$ cat config.mk
export PLATFORM = sky130hd
export DESIGN_NAME = sonic_scan_ctrl
export DESIGN_NICKNAME = d
export VERILOG_FILES = /design/src/rtl/sonic_pkg.sv /design/src/rtl/sonic_us_tick.sv /design/src/rtl/sonic_scan_ctrl.sv
export SDC_FILE = /design/constraint.sdc
export NUM_CORES = 1
export LEC_CHECK = 0
export BUFFER_PORTS_ARGS = -buffer_cell sky130_fd_sc_hd__clkbuf_2
export CAP_MARGIN = 25
export CORE_MARGIN = 1
export CORE_UTILIZATION = 60
export CTS_CLUSTER_SIZE = 24
export DETAILED_ROUTE_END_ITERATION = 10
export GPL_TIMING_DRIVEN = 0
export PLACE_DENSITY_LB_ADDON = 0.12
export SETUP_SLACK_MARGIN = 0.4
export SYNTH_ARGS = -nofsm -noshare
export SYNTH_HDL_FRONTEND = slang
export SYNTH_SLANG_ARGS = --single-unit
$ cat constraint.sdc
create_clock -name clk -period 6.5 [get_ports clk]
set_input_delay 0.325 -clock clk [delete_from_list [all_inputs] [get_ports clk]]
set_output_delay 0.325 -clock clk [all_outputs]
set_load 0.02 [all_outputs]
$ cat src/rtl/sonic_pkg.sv
// Shared types and constants for the ultrasonic scan controller.
// Latency: n/a (declarations only).
// Flow control: n/a.
package sonic_pkg;

  typedef enum logic [2:0] {
    S_IDLE      = 3'd0,
    S_TRIG      = 3'd1,
    S_WAIT_RISE = 3'd2,
    S_MEASURE   = 3'd3,
    S_STORE     = 3'd4,
    S_GAP       = 3'd5
  } state_t;

  // cm = us * 17 / 1024 approximates us / 58 (round-trip sound speed).
  localparam int unsigned CM_MUL   = 17;
  localparam int unsigned CM_SHIFT = 10;

  // Distance reported when no usable echo was seen.
  localparam logic [19:0] DIST_TIMEOUT = 20'hFFFFF;

  // 25-bit product, shifted, truncated to the 20-bit result field.
  function automatic logic [19:0] us_to_cm(input logic [19:0] us);
    logic [24:0] prod;
    prod = {5'd0, us} * 25'(CM_MUL);
    return 20'(prod >> CM_SHIFT);
  endfunction

endpackage

$ cat src/rtl/sonic_us_tick.sv
// Microsecond tick generator: divides clk by US_DIV.
// Latency: tick is high in the US_DIV-th cycle after a clear.
// Flow control: none; synchronous clear restarts the period.
module sonic_us_tick #(
  parameter int US_DIV = 100
) (
  input  logic clk,
  input  logic rst,
  input  logic clr,
  output logic tick
);

  localparam int CW = (US_DIV > 1) ? $clog2(US_DIV) : 1;

  logic [CW-1:0] cnt_q, cnt_d;

  assign tick = (cnt_q == CW'(US_DIV - 1));

  // Count up, wrap on tick, restart on clear.
  always_comb begin
    cnt_d = cnt_q + 1'b1;
    if (clr || tick) begin
      cnt_d = '0;
    end
  end

  // Divider state register.
  always_ff @(posedge clk or posedge rst) begin
    if (rst) begin
      cnt_q <= '0;
    end else begin
      cnt_q <= cnt_d;
    end
  end

endmodule

$ cat src/rtl/sonic_scan_ctrl.sv
// Round-robin trigger/echo timer for N ultrasonic rangefinders.
// Latency: pin edges seen 2-3 cycles late; result written on the edge after fall detect.
// Flow control: none; results land in per-sensor registers with a one-cycle valid pulse.
module sonic_scan_ctrl
  import sonic_pkg::*;
#(
  parameter int N_SENSORS   = 3,
  parameter int TRIG_CYCLES = 1000,
  parameter int TIMEOUT_US  = 30000,
  parameter int GAP_CYCLES  = 6_000_000,
  parameter int US_DIV      = 100
) (
  input  logic                    clk,
  input  logic                    rst,
  input  logic                    enable,
  input  logic [N_SENSORS-1:0]    Echo,
  output logic [N_SENSORS-1:0]    Trig,
  output logic [20*N_SENSORS-1:0] distance,
  output logic [N_SENSORS-1:0]    timed_out,
  output logic                    result_valid,
  output logic [2:0]              result_idx,
  output logic                    busy
);

  state_t                    state_q, state_d;
  logic [2:0]                idx_q, idx_d;
  logic [31:0]               cyc_q, cyc_d;
  logic [19:0]               us_q, us_d;
  logic [N_SENSORS-1:0]      trig_q, trig_d;
  logic [20*N_SENSORS-1:0]   dist_q, dist_d;
  logic [N_SENSORS-1:0]      to_q, to_d;
  logic                      rv_q, rv_d;
  logic [2:0]                ridx_q, ridx_d;

  logic [N_SENSORS-1:0]      sync1_q, sync2_q, prev_q;
  logic                      echo_now, echo_old, echo_rise, echo_fall;
  logic                      tick, tick_clr;
  logic                      wr_store, wr_timeout;

  // Two-flop synchroniser plus one history stage for edge detection.
  always_ff @(posedge clk or posedge rst) begin
    if (rst) begin
      sync1_q <= '0;
      sync2_q <= '0;
      prev_q  <= '0;
    end else begin
      sync1_q <= Echo;
      sync2_q <= sync1_q;
      prev_q  <= sync2_q;
    end
  end

  // Only the selected sensor's synchronised echo is looked at.
  always_comb begin
    echo_now = 1'b0;
    echo_old = 1'b0;
    for (int k = 0; k < N_SENSORS; k++) begin
      if (idx_q == 3'(k)) begin
        echo_now = sync2_q[k];
        echo_old = prev_q[k];
      end
    end
  end

  assign echo_rise = echo_now & ~echo_old;
  assign echo_fall = ~echo_now & echo_old;

  // Divider restarts during the trigger and on the echo rise so width is measured from the rise.
  assign tick_clr = (state_q == S_TRIG) || ((state_q == S_WAIT_RISE) && echo_rise);

  sonic_us_tick #(.US_DIV(US_DIV)) u_tick (
    .clk  (clk),
    .rst  (rst),
    .clr  (tick_clr),
    .tick (tick)
  );

  // Next-state, counters and result register updates.
  always_comb begin
    state_d    = state_q;
    idx_d      = idx_q;
    cyc_d      = cyc_q;
    us_d       = us_q;
    trig_d     = '0;
    dist_d     = dist_q;
    to_d       = to_q;
    rv_d       = 1'b0;
    ridx_d     = ridx_q;
    wr_store   = 1'b0;
    wr_timeout = 1'b0;

    case (state_q)
      S_IDLE: begin
        if (enable) begin
          state_d = S_TRIG;
          cyc_d   = '0;
        end
      end
      S_TRIG: begin
        for (int k = 0; k < N_SENSORS; k++) begin
          if (idx_q == 3'(k)) trig_d[k] = 1'b1;
        end
        us_d  = '0;
        cyc_d = cyc_q + 32'd1;
        if (cyc_q == 32'(TRIG_CYCLES - 1)) begin
          state_d = S_WAIT_RISE;
        end
      end
      S_WAIT_RISE: begin
        // A level already high here never produces a rise; only a fresh edge counts.
        if (echo_rise) begin
          state_d = S_MEASURE;
          us_d    = '0;
        end else if (us_q >= 20'(TIMEOUT_US)) begin
          wr_timeout = 1'b1;
        end else if (tick) begin
          us_d = us_q + 20'd1;
        end
      end
      S_MEASURE: begin
        if (tick) us_d = us_q + 20'd1;
        // Fall beats timeout when both happen together.
        if (echo_fall) begin
          wr_store = 1'b1;
        end else if (us_q >= 20'(TIMEOUT_US)) begin
          wr_timeout = 1'b1;
        end
      end
      S_STORE: begin
        state_d = S_GAP;
        cyc_d   = '0;
      end
      S_GAP: begin
        cyc_d = cyc_q + 32'd1;
        if (cyc_q == 32'(GAP_CYCLES - 1)) begin
          idx_d   = (idx_q == 3'(N_SENSORS - 1)) ? 3'd0 : idx_q + 3'd1;
          state_d = enable ? S_TRIG : S_IDLE;
          cyc_d   = '0;
        end
      end
      default: begin
        state_d = S_IDLE;
      end
    endcase

    // Result write: real distance on a fall, saturated marker on timeout.
    if (wr_store || wr_timeout) begin
      rv_d    = 1'b1;
      ridx_d  = idx_q;
      state_d = wr_store ? S_STORE : S_GAP;
      cyc_d   = '0;
      for (int k = 0; k < N_SENSORS; k++) begin
        if (idx_q == 3'(k)) begin
          dist_d[20*k +: 20] = wr_store ? us_to_cm(us_d) : DIST_TIMEOUT;
          to_d[k]            = wr_timeout;
        end
      end
    end
  end

  // Control and result registers; reset drops Trig asynchronously.
  always_ff @(posedge clk or posedge rst) begin
    if (rst) begin
      state_q <= S_IDLE;
      idx_q   <= '0;
      cyc_q   <= '0;
      us_q    <= '0;
      trig_q  <= '0;
      dist_q  <= '0;
      to_q    <= '0;
      rv_q    <= 1'b0;
      ridx_q  <= '0;
    end else begin
      state_q <= state_d;
      idx_q   <= idx_d;
      cyc_q   <= cyc_d;
      us_q    <= us_d;
      trig_q  <= trig_d;
      dist_q  <= dist_d;
      to_q    <= to_d;
      rv_q    <= rv_d;
      ridx_q  <= ridx_d;
    end
  end

  assign Trig         = trig_q;
  assign distance     = dist_q;
  assign timed_out    = to_q;
  assign result_valid = rv_q;
  assign result_idx   = ridx_q;
  assign busy         = (state_q != S_IDLE);

endmodule

# ---- Yosys cells after proc, flatten, opt, wreduce, memory -nomap -nowiden
# Index checks and enable logic that the tools add are counted.
dict set report classes {
  n_addsub 4
  bitwise_logic 4
  magnitude_cmp 1
  n_reduce_logical 14
  mux 36
  n_eq_ne 15
  shifts 0
  div_mod_pow 0
  multipliers 1
}
# cell count
set op_table {}
lappend op_table {{$pmux W32 S4} 1}
lappend op_table {{$mux W32} 3}
lappend op_table {{$mux W20} 4}
lappend op_table {{$pmux W20 S3} 1}
lappend op_table {{$add A32 B1 Y32 const B} 1}
lappend op_table {{$eq A32 B10 Y1 const B} 1}
lappend op_table {{$eq A32 B23 Y1 const B} 1}
lappend op_table {{$mul A20 B5 Y25 const B} 1}
lappend op_table {{$mux W3} 7}
lappend op_table {{$add A20 B1 Y20 const B} 1}
lappend op_table {{$ge A20 B15 Y1 const B} 1}
lappend op_table {{$pmux W3 S6} 1}
lappend op_table {{$mux W1} 17}
lappend op_table {{$reduce_and A2 Y1} 5}
lappend op_table {{$eq A3 B2 Y1 const B} 3}
lappend op_table {{$add A7 B1 Y7 const B} 1}
lappend op_table {{$eq A7 B7 Y1 const B} 1}
lappend op_table {{$mux W7} 1}
lappend op_table {{$eq A3 B1 Y1 const B} 2}
lappend op_table {{$eq A3 B3 Y1 const B} 2}
lappend op_table {{$logic_not A3 Y1} 2}
lappend op_table {{$ne A3 B3 Y1 const B} 2}
lappend op_table {{$reduce_and A5 Y1} 1}
lappend op_table {{$reduce_bool A5 Y1} 1}
lappend op_table {{10 further kinds} 14}
dict set report totals {
  latchBits 0
  ram_bits 0
  reg_bits 144
  mem_bits_ro 0
  input_bits 6
  mem_count 0
}

# ---- Logic depth before layout (Yosys ltp)
# Gate-level depths: netlist of the first run.
dict set report logic_depth {
  ltp_word 11
  ltp_mapped 21
  depth_no_buf 20
}

# ---- By module
# From an unflattened synthesis of the first run, not the netlist that was laid out.
dict set report hier_totals {
  hier_cells 739
  area_unflattened_um2 6962.9
}
# module cells_per_inst n_inst area_per_inst_um2
set modules_own_cells {}
lappend modules_own_cells {sonic_scan_ctrl 706 1 6615.1}
lappend modules_own_cells {sonic_us_tick 33 1 347.8}

# ---- Worst setup path after synthesis of the first run
# OpenSTA, ideal clock, no wires.
dict set report synth_path {
  kind {register -> register}
  start {reg us_q[15]}
  end {reg dist_q[53], in the netlist distance[53]}
  period_less_slack_ps 4423
  path_buffers 0
  arrival_ps 4282
  slack_ps 2077
  stages_incl_launch_ff 19
  required_ps 6359
  cell_sequence {dfrtp_1 > nor4_2 > o211ai_2 > o21ai_1 > nand2_1 > nor2_1 > nand4_1 > o21ai_0 > ha_1 > ha_1 > a21o_1 > a21o_1 > a21o_1 > nor3_1 > o41ai_4 > a41oi_2 > nor2_2 > xnor2_1 > a31oi_1}
}
dict set report synth_between {
  elab_cells_between_ends 14
  classes_between {add/sub: 1; mul: 1; order compare: 1; mux: 9; reduce/logical: 2}
}
# item line_no
set synth_rtl {}
lappend synth_rtl {{start, declared} sonic_scan_ctrl.sv:28} ;# logic [19:0] us_q, us_d;
lappend synth_rtl {{start signal, assigned} sonic_scan_ctrl.sv:177} ;# us_q <= us_d;
lappend synth_rtl {{$ge A20 B15 Y1} sonic_scan_ctrl.sv:114} ;# end else if (us_q >= 20'(TIMEOUT_US)) begin
lappend synth_rtl {{$mux W20} sonic_scan_ctrl.sv:114}
lappend synth_rtl {{$mux W20} sonic_scan_ctrl.sv:111} ;# if (echo_rise) begin
lappend synth_rtl {{$pmux W20 S3} sonic_scan_ctrl.sv:92} ;# case (state_q)
lappend synth_rtl {{named net us_d[10]} sonic_scan_ctrl.sv:28}
lappend synth_rtl {{$mul A20 B5 Y25} sonic_pkg.sv:25} ;# prod = {5'd0, us} * 25'(CM_MUL);
lappend synth_rtl {{$mux W20} sonic_scan_ctrl.sv:154} ;# dist_d[20*k +: 20] = wr_store ? us_to_cm(us_d) : DIST_TIMEOUT;
lappend synth_rtl {{end signal, assigned} sonic_scan_ctrl.sv:179} ;# dist_q <= dist_d;
lappend synth_rtl {{end, declared} sonic_scan_ctrl.sv:30} ;# logic [20*N_SENSORS-1:0] dist_q, dist_d;
# The timed path passes the listed nets, and every way through them passes these cells.
# A chain may end at the register's enable or synchronous reset.

# ---- Final worst setup path of the first run
dict set report layout_path {
  start {reg us_q[15]}
  end {reg dist_q[32], in the netlist distance[32]}
}
# Same word-level chain as after synthesis.

==> results of run 1 <==
state kept, by name (all words and copies together) (netlist names):
| register | count |
|---|---|
| distance | 48 |
| cyc_q | 32 |
| us_q | 20 |
| u_tick.cnt_q | 7 |
| Trig | 3 |
| idx_q | 3 |
| prev_q | 3 |
| result_idx | 3 |
| state_q | 3 |
| sync1_q | 3 |
| sync2_q | 3 |
| timed_out | 3 |
| result_valid | 1 |
what timing repair did:
item,4_1_cts,5_1_grt
endpoints found under the hold margin,34,0
buffers inserted,0,0
hold buffers,4,0
worst reg2reg max path: cells and delay by family (launching register included):
kind                       cells  cell delay, ns
DFF                            1            0.44
AOI/OAI and AO/OA              9            2.43
adders and majority gates      2            0.71
and+or+nand+nor                6            1.53
xor gates and xnor gates       1            0.36
cell families after synthesis:
group	share of synthesized area
XOR/XNOR	0.0407
adder cells (fa/ha/maj)	0.0582
buffers and inverters	0.0385
AND/OR/NAND/NOR	0.211
AO/OA/AOI/OAI	0.196
multiplexers	0.00411
flip-flops	0.452
stage by stage:
step                hold WS, ns  utilization
detailed placement        0.321        0.678
global placement          0.335        0.675
global route              0.340        0.729
finish                    0.338        0.729
floorplan                 0.331            -
CTS                       0.301        0.729
final cells by class:
class	instances	area, sq um	share of cell area
sequential	132	3300	0.389
multi-input combinational	597	3730	0.438
inverter	16	65.1	0.00765
clock buffer	17	425	0.0500
timing repair buffer	81	448	0.0527
tap	143	179	0.0210
buffer	41	221	0.0261
clock inverter	15	131	0.0155
power groups by stage:
stage          clock (W)  sequential, W  combinational, W
3_3_place_gp           0       0.000968          0.000627
6_report        0.000925       0.000961          0.000652
4_1_cts         0.000930       0.000959          0.000648
5_1_grt         0.000961       0.000969          0.000710
3_5_place_dp           0       0.000971          0.000643
2_1_floorplan          0        0.00102          0.000388
final timing paths:
| path | startpoint | end | slack (ns) |
|---|---|---|---|
| max in group asynchronous | rst | us_q[14] | 5.29 |
| max | us_q[15] | distance[32] | 0.88 |
| max reg2reg | us_q[15] | distance[32] | 0.88 |
| min | enable | state_q[0] | 0.34 |
| min reg2reg | sync1_q[1] | sync2_q[1] | 0.36 |
| min in group asynchronous | rst | distance[38] | 0.42 |
cell usage in the layout, fill, tap and decap left out, drive strengths merged, types with 3 or more instances in the layout:
master,instances
nand2,65
o21ai,57
ha,34
dlygate4sd3,4
a21o,16
buf,21
clkbuf,114
a211o,3
a31oi,23
o41ai,3
xnor2,16
inv,27
mux2i,3
nor2b,8
a21oi,58
a22o,3
o31ai,10
clkinv,3
xor2,18
o211ai,5
nor4,8
a41oi,6
nor2,120
o22a,3
or3,12
and3,13
nand4,16
or2,3
dfrtp,132
nand2b,8
nor3,17
nand3,26
o21a,5
and2,5
per-layer routing:
layer,vias up,part of all wire,global-route usage
met5,-,0,0
met4,0,0.019,0.130
met3,43,0.057,0.0718
met2,232,0.50,0.548
met1,3173,0.42,0.408
li1,3027,-,-
==> impl_metrics.tcl, run 1 <==
set metrics [dict create \
    wirelength_microns 19600 \
    syn_to_final_growth_pct 16.3 \
    cp.arrival_ns 5.91 \
    hold_path_depth 4 \
    cts.repair.resized 0 \
    placed_area_sq_um 7900 \
    ioPinCount 77 \
    path_max_fanout 7 \
    syn-instance-count 786 \
    cp_num_buf_inv 0 \
    avgSynthCellArea_sq_um 9.30 \
    p_clk_frac 0.364 \
    finalWorstSetupSlack_ns 0.879 \
    p_seq_frac 0.379 \
    n_antenna_cell 0 \
    ys.flop_type "dfrtp_1" \
    slew_headroom 0.450 \
    grt_pass1_wl_microns 31900 \
    yosysMostFrequentCell "dfrtp_1" \
    ant_nets 0 \
    ys_seq_area_frac 0.452 \
    power_w 0.00254 \
    rows 39 \
    crit_slowest_cell "o21ai_0" \
    dr_total_vias 6475 \
    cpPeakStageDelay_ns 0.48 \
    p_sw_frac 0.371 \
    io_buffers 76 \
    track_usage 0.325 \
    synth_fp_nets 826 \
    cellLeakagePower_nw 4.19 \
    clk_pin_slew_ns 0.07 \
    async_flop_share 1.00 \
    pre_cts_ws_ns 0.942 \
    grt_overflow 0 \
    vias_per_cell 6.21 \
    stdcell_count 1042 \
    synth_area_leaders "dfrtp_1, nor2_1, ha_1" \
    reg2regPathDepth 18 \
    initial_utilization 0.627 \
    max_freq_mhz 178 \
    maxSlewViolCount 0 \
    hold_violations 0 \
    dieWidth_microns 112 \
    path_common_cell "a21o_1" \
    status "complete, no violations" \
    power.switching_w 0.000941 \
    die_area_sq_um 12600 \
    htree_num_levels 4 \
    tightestPinTransition_ns 0.819 \
    final_net_count 926 \
    p_per_area_nw_per_um2 299 \
    synth_commonest_cells "dfrtp_1, nor2_1, nand2_1" \
    post-place-cells 1006 \
    path_class "reg -> reg" \
    vdd.ir_drop.worst_mv 0.265 \
    hpwlAfterDp_microns 13700 \
    cts_root_buf "clkbuf_16" \
    critPathTopFamily "compound AO/OA/AOI/OAI gates" \
    ys_seq_elements 132 \
    synth_warnings 0 \
    cts_buffer_depth 2 \
    rsz0062_at_grt "false" \
    fin_crit_ns 5.62 \
    fill_cells 885 \
    drtIter0Drc 749 \
    yosysTopAreaCell "dfrtp_1" \
    combinationalPowerShare 0.257 \
    core_area_sq_um 11700 \
    finalSetupTns_ns 0 \
    cp-start-kind "register" \
    synth_cell_type_count 74 \
    synth_top_area_share 0.452 \
    finalClockSkew_ns 0.0102 \
    cts_tree "built" \
    first_pass_iters 5 \
    antenna_found_initial 0 \
    finalSetupViolCount 0 \
    synth_area_sq_um 7310 \
    wl_per_cell_microns 18.8 \
    end_kind "register" \
    worstPathCellList "nor4_2, o211ai_2, o21ai_1, nand2_1, nor2_1, nand4_1, o21ai_0, ha_1, ha_1, a21o_1, a21o_1, a21o_1, nor3_1, o41ai_4, a41oi_2, nor2b_1, xnor2_1, a31oi_1" \
    intPower_w 0.00160 \
    fin_crit_sh 0.865 \
    synth_edf_count 0 \
    hold_class "in -> reg" \
    required_ns 6.79 \
    cts_sinks 132 \
    drive_gt1_frac 0.179 \
    first_global_vias 6310 \
    die_h_microns 112 \
    cp_num_cells 18 \
    clock_insertion_delay_worst_skew_ns 0.43 \
    fin_area_sq_um 8500 \
    grt_start_max_net_pins 102 \
    drv_cap 0 \
    drc 0 \
    cts_buffers 17 \
    place.gp.congestion 0.891 \
]
No activity file was read; power rests on OpenSTA's default activity.
==> run 2, diff against run 1 <==
- BUFFER_PORTS_ARGS: -buffer_cell sky130_fd_sc_hd__clkbuf_2 -> -buffer_cell sky130_fd_sc_hd__buf_4
==> impl_metrics.tcl, run 2 (same netlist as run 1, synthesis figures left out) <==
set metrics [dict create \
    met3WireLength_microns 1230 \
    cpPeakStageDelay_ns 0.46 \
    rsz0062_at_grt "false" \
    cp-endpoint "distance[53]" \
    cts_buffer_depth 2 \
    power_w 0.00265 \
    drtIter0Drc 718 \
    timing.rr.start "us_q[15]" \
    slew_headroom 0.376 \
    layout_common_cells "dfrtp_1, nor2_1, buf_4, nand2_1, a21oi_1" \
    finalClockSkew_ns 0.00640 \
    cp_num_cells 18 \
    syn_to_final_growth_pct 19.8 \
    worstHoldStart "sync1_q[0]" \
    ioPinCount 77 \
    place.gp.congestion 0.896 \
    rows 39 \
    antenna_found_initial 0 \
    dr_wl_met2_microns 9740 \
    initial_utilization 0.627 \
    fill_cells 836 \
    ant_nets 0 \
    clk_pin_slew_ns 0.06 \
    stdcell_count 1042 \
    cp.arrival_ns 5.75 \
    cellLeakagePower_nw 4.26 \
    intPower_w 0.00175 \
    maxSlewViolCount 0 \
    drv_cap 0 \
    final_core_util 0.751 \
    combinationalPowerShare 0.259 \
    first_global_vias 6443 \
    grt_pass1_wl_microns 32000 \
    cp_num_buf_inv 0 \
    status "complete, no violations" \
    core_area_sq_um 11700 \
    required_ns 6.78 \
    hold_violations 0 \
    p_sw_frac 0.340 \
    hold_class "reg -> reg" \
    m1WireLength_microns 7920 \
    drive_gt1_frac 0.179 \
    r2r_slack_ns 1.03 \
    end_kind "register" \
    worstPathCellList "nor4_2, o211ai_2, o21ai_1, nand2_1, nor2_1, nand4_1, o21ai_0, ha_1, ha_1, a21o_1, a21o_1, a21o_1, nor3_1, o41ai_4, a41oi_2, nor2_2, xnor2_1, a31oi_1" \
    highest_layer "met4" \
    grt_overflow 0 \
    die_h_microns 112 \
    first_pass_iters 5 \
    dr_total_vias 6508 \
    htree_num_levels 4 \
    cts_sinks 132 \
    finalSetupTns_ns 0 \
    post-place-cells 1006 \
    vias_per_cell 6.25 \
    path_class "reg -> reg" \
    n_antenna_cell 0 \
    fin_crit_sh 0.842 \
    cts_tree "built" \
    final_common_cell "dfrtp_1" \
    final_net_count 926 \
    vdd.ir_drop.worst_mv 0.324 \
    die_area_sq_um 12600 \
    cts_root_buf "clkbuf_16" \
    largest_reg_flops 48 \
    wl_per_cell_microns 18.7 \
    reg2regPathDepth 18 \
    crit_slowest_cell "nor2_1" \
    critPathTopFamily "compound AO/OA/AOI/OAI gates" \
    track_usage 0.326 \
    grt_start_max_net_pins 106 \
    hpwlAfterDp_microns 13800 \
    crit_path_start "us_q[15]" \
    p_seq_frac 0.362 \
    drc 0 \
    wirelength_microns 19500 \
    p_per_area_nw_per_um2 303 \
    tightestPinTransition_ns 0.929 \
    io_buffers 76 \
    cts_buffers 17 \
    worstReg2RegEnd "distance[53]" \
    p_clk_frac 0.379 \
    clock_insertion_delay_worst_skew_ns 0.43 \
    fin_crit_ns 5.47 \
    path_max_fanout 7 \
    path_common_cell "a21o_1" \
    cp-start-kind "register" \
    finalSetupViolCount 0 \
    max_freq_mhz 183 \
    power.switching_w 0.000901 \
    dieWidth_microns 112 \
]
==> run 2: cell types whose count changed in the layout (fill, tap and decap cells not counted) <==
cell,previous run,this run
buf_4,12,88
bufinv_16,0,3
clkbuf_2,76,0
clkbuf_8,0,2
clkinv_2,1,0
clkinv_4,2,3
clkinvlp_4,1,4
inv_6,10,4
inv_8,2,0
==> run 2: how the worst min path moves through the flow <==
stage,cells after the start,slack [ns],endpoint
3_5_place_dp,2,0.31,sync1_q[2]
2_1_floorplan,0,0.33,sync2_q[0]
4_1_cts,0,0.35,sync2_q[0]
6_report,0,0.35,sync2_q[0]
5_1_grt,0,0.36,sync2_q[2]
3_3_place_gp,0,0.33,sync2_q[2]
==> run 2: power by group through the flow <==
stage                     Combinational [W]  Clock (W)  Sequential (W)
after floorplan                    0.000388          0         0.00102
after global placement             0.000655          0        0.000967
after detailed placement           0.000675          0        0.000971
after CTS                          0.000683    0.00101        0.000958
after global routing               0.000748    0.00105        0.000969
final                              0.000688    0.00100        0.000961
==> run 2: repair_timing <==
action,4_1_cts,5_1_grt
endpoints found under the setup margin,0,0
buffers inserted,0,0
hold endpoints to repair,30,0
resized for setup,0,0
hold buffers,4,0
==> run 2: per-layer routing <==
layer | track usage | up-vias
li1 | - | 3028
met1 | 0.400 | 3149
met2 | 0.550 | 275
met3 | 0.0767 | 56
met4 | 0.146 | 0
met5 | 0 | -
==> run 2: worst register-to-register path: stages, from the launching register on <==
cell	delay, ns
dfrtp_1	0.45
nor4_2	0.38
o211ai_2	0.20
o21ai_1	0.38
nand2_1	0.13
nor2_1	0.46
nand4_1	0.15
o21ai_0	0.43
ha_1	0.33
ha_1	0.38
a21o_1	0.24
a21o_1	0.18
a21o_1	0.21
nor3_1	0.35
o41ai_4	0.19
a41oi_2	0.33
nor2_2	0.11
xnor2_1	0.29
a31oi_1	0.14
==> run 2: area by class of cell <==
type / count / area (sq um) / area share
Inverter: 16 / 65.1 / 0.00743
Clock inverter: 13 / 173 / 0.0197
Sequential cell: 132 / 3300 / 0.377
Tap cell: 143 / 179 / 0.0204
Multi-Input combinational cell: 597 / 3730 / 0.426
Timing Repair Buffer: 81 / 638 / 0.0728
Buffer: 41 / 221 / 0.0253
Clock buffer: 19 / 453 / 0.0517
==> run 2: stage by stage <==
step	instance area [sq um]	hold slack, ns	setup WS [ns]
floorplan	7310	0.331	2.08
global placement	8060	0.334	1.13
detailed placement	8090	0.312	1.11
CTS	8760	0.349	1.07
global route	8760	0.360	0.677
finish	8760	0.348	1.03
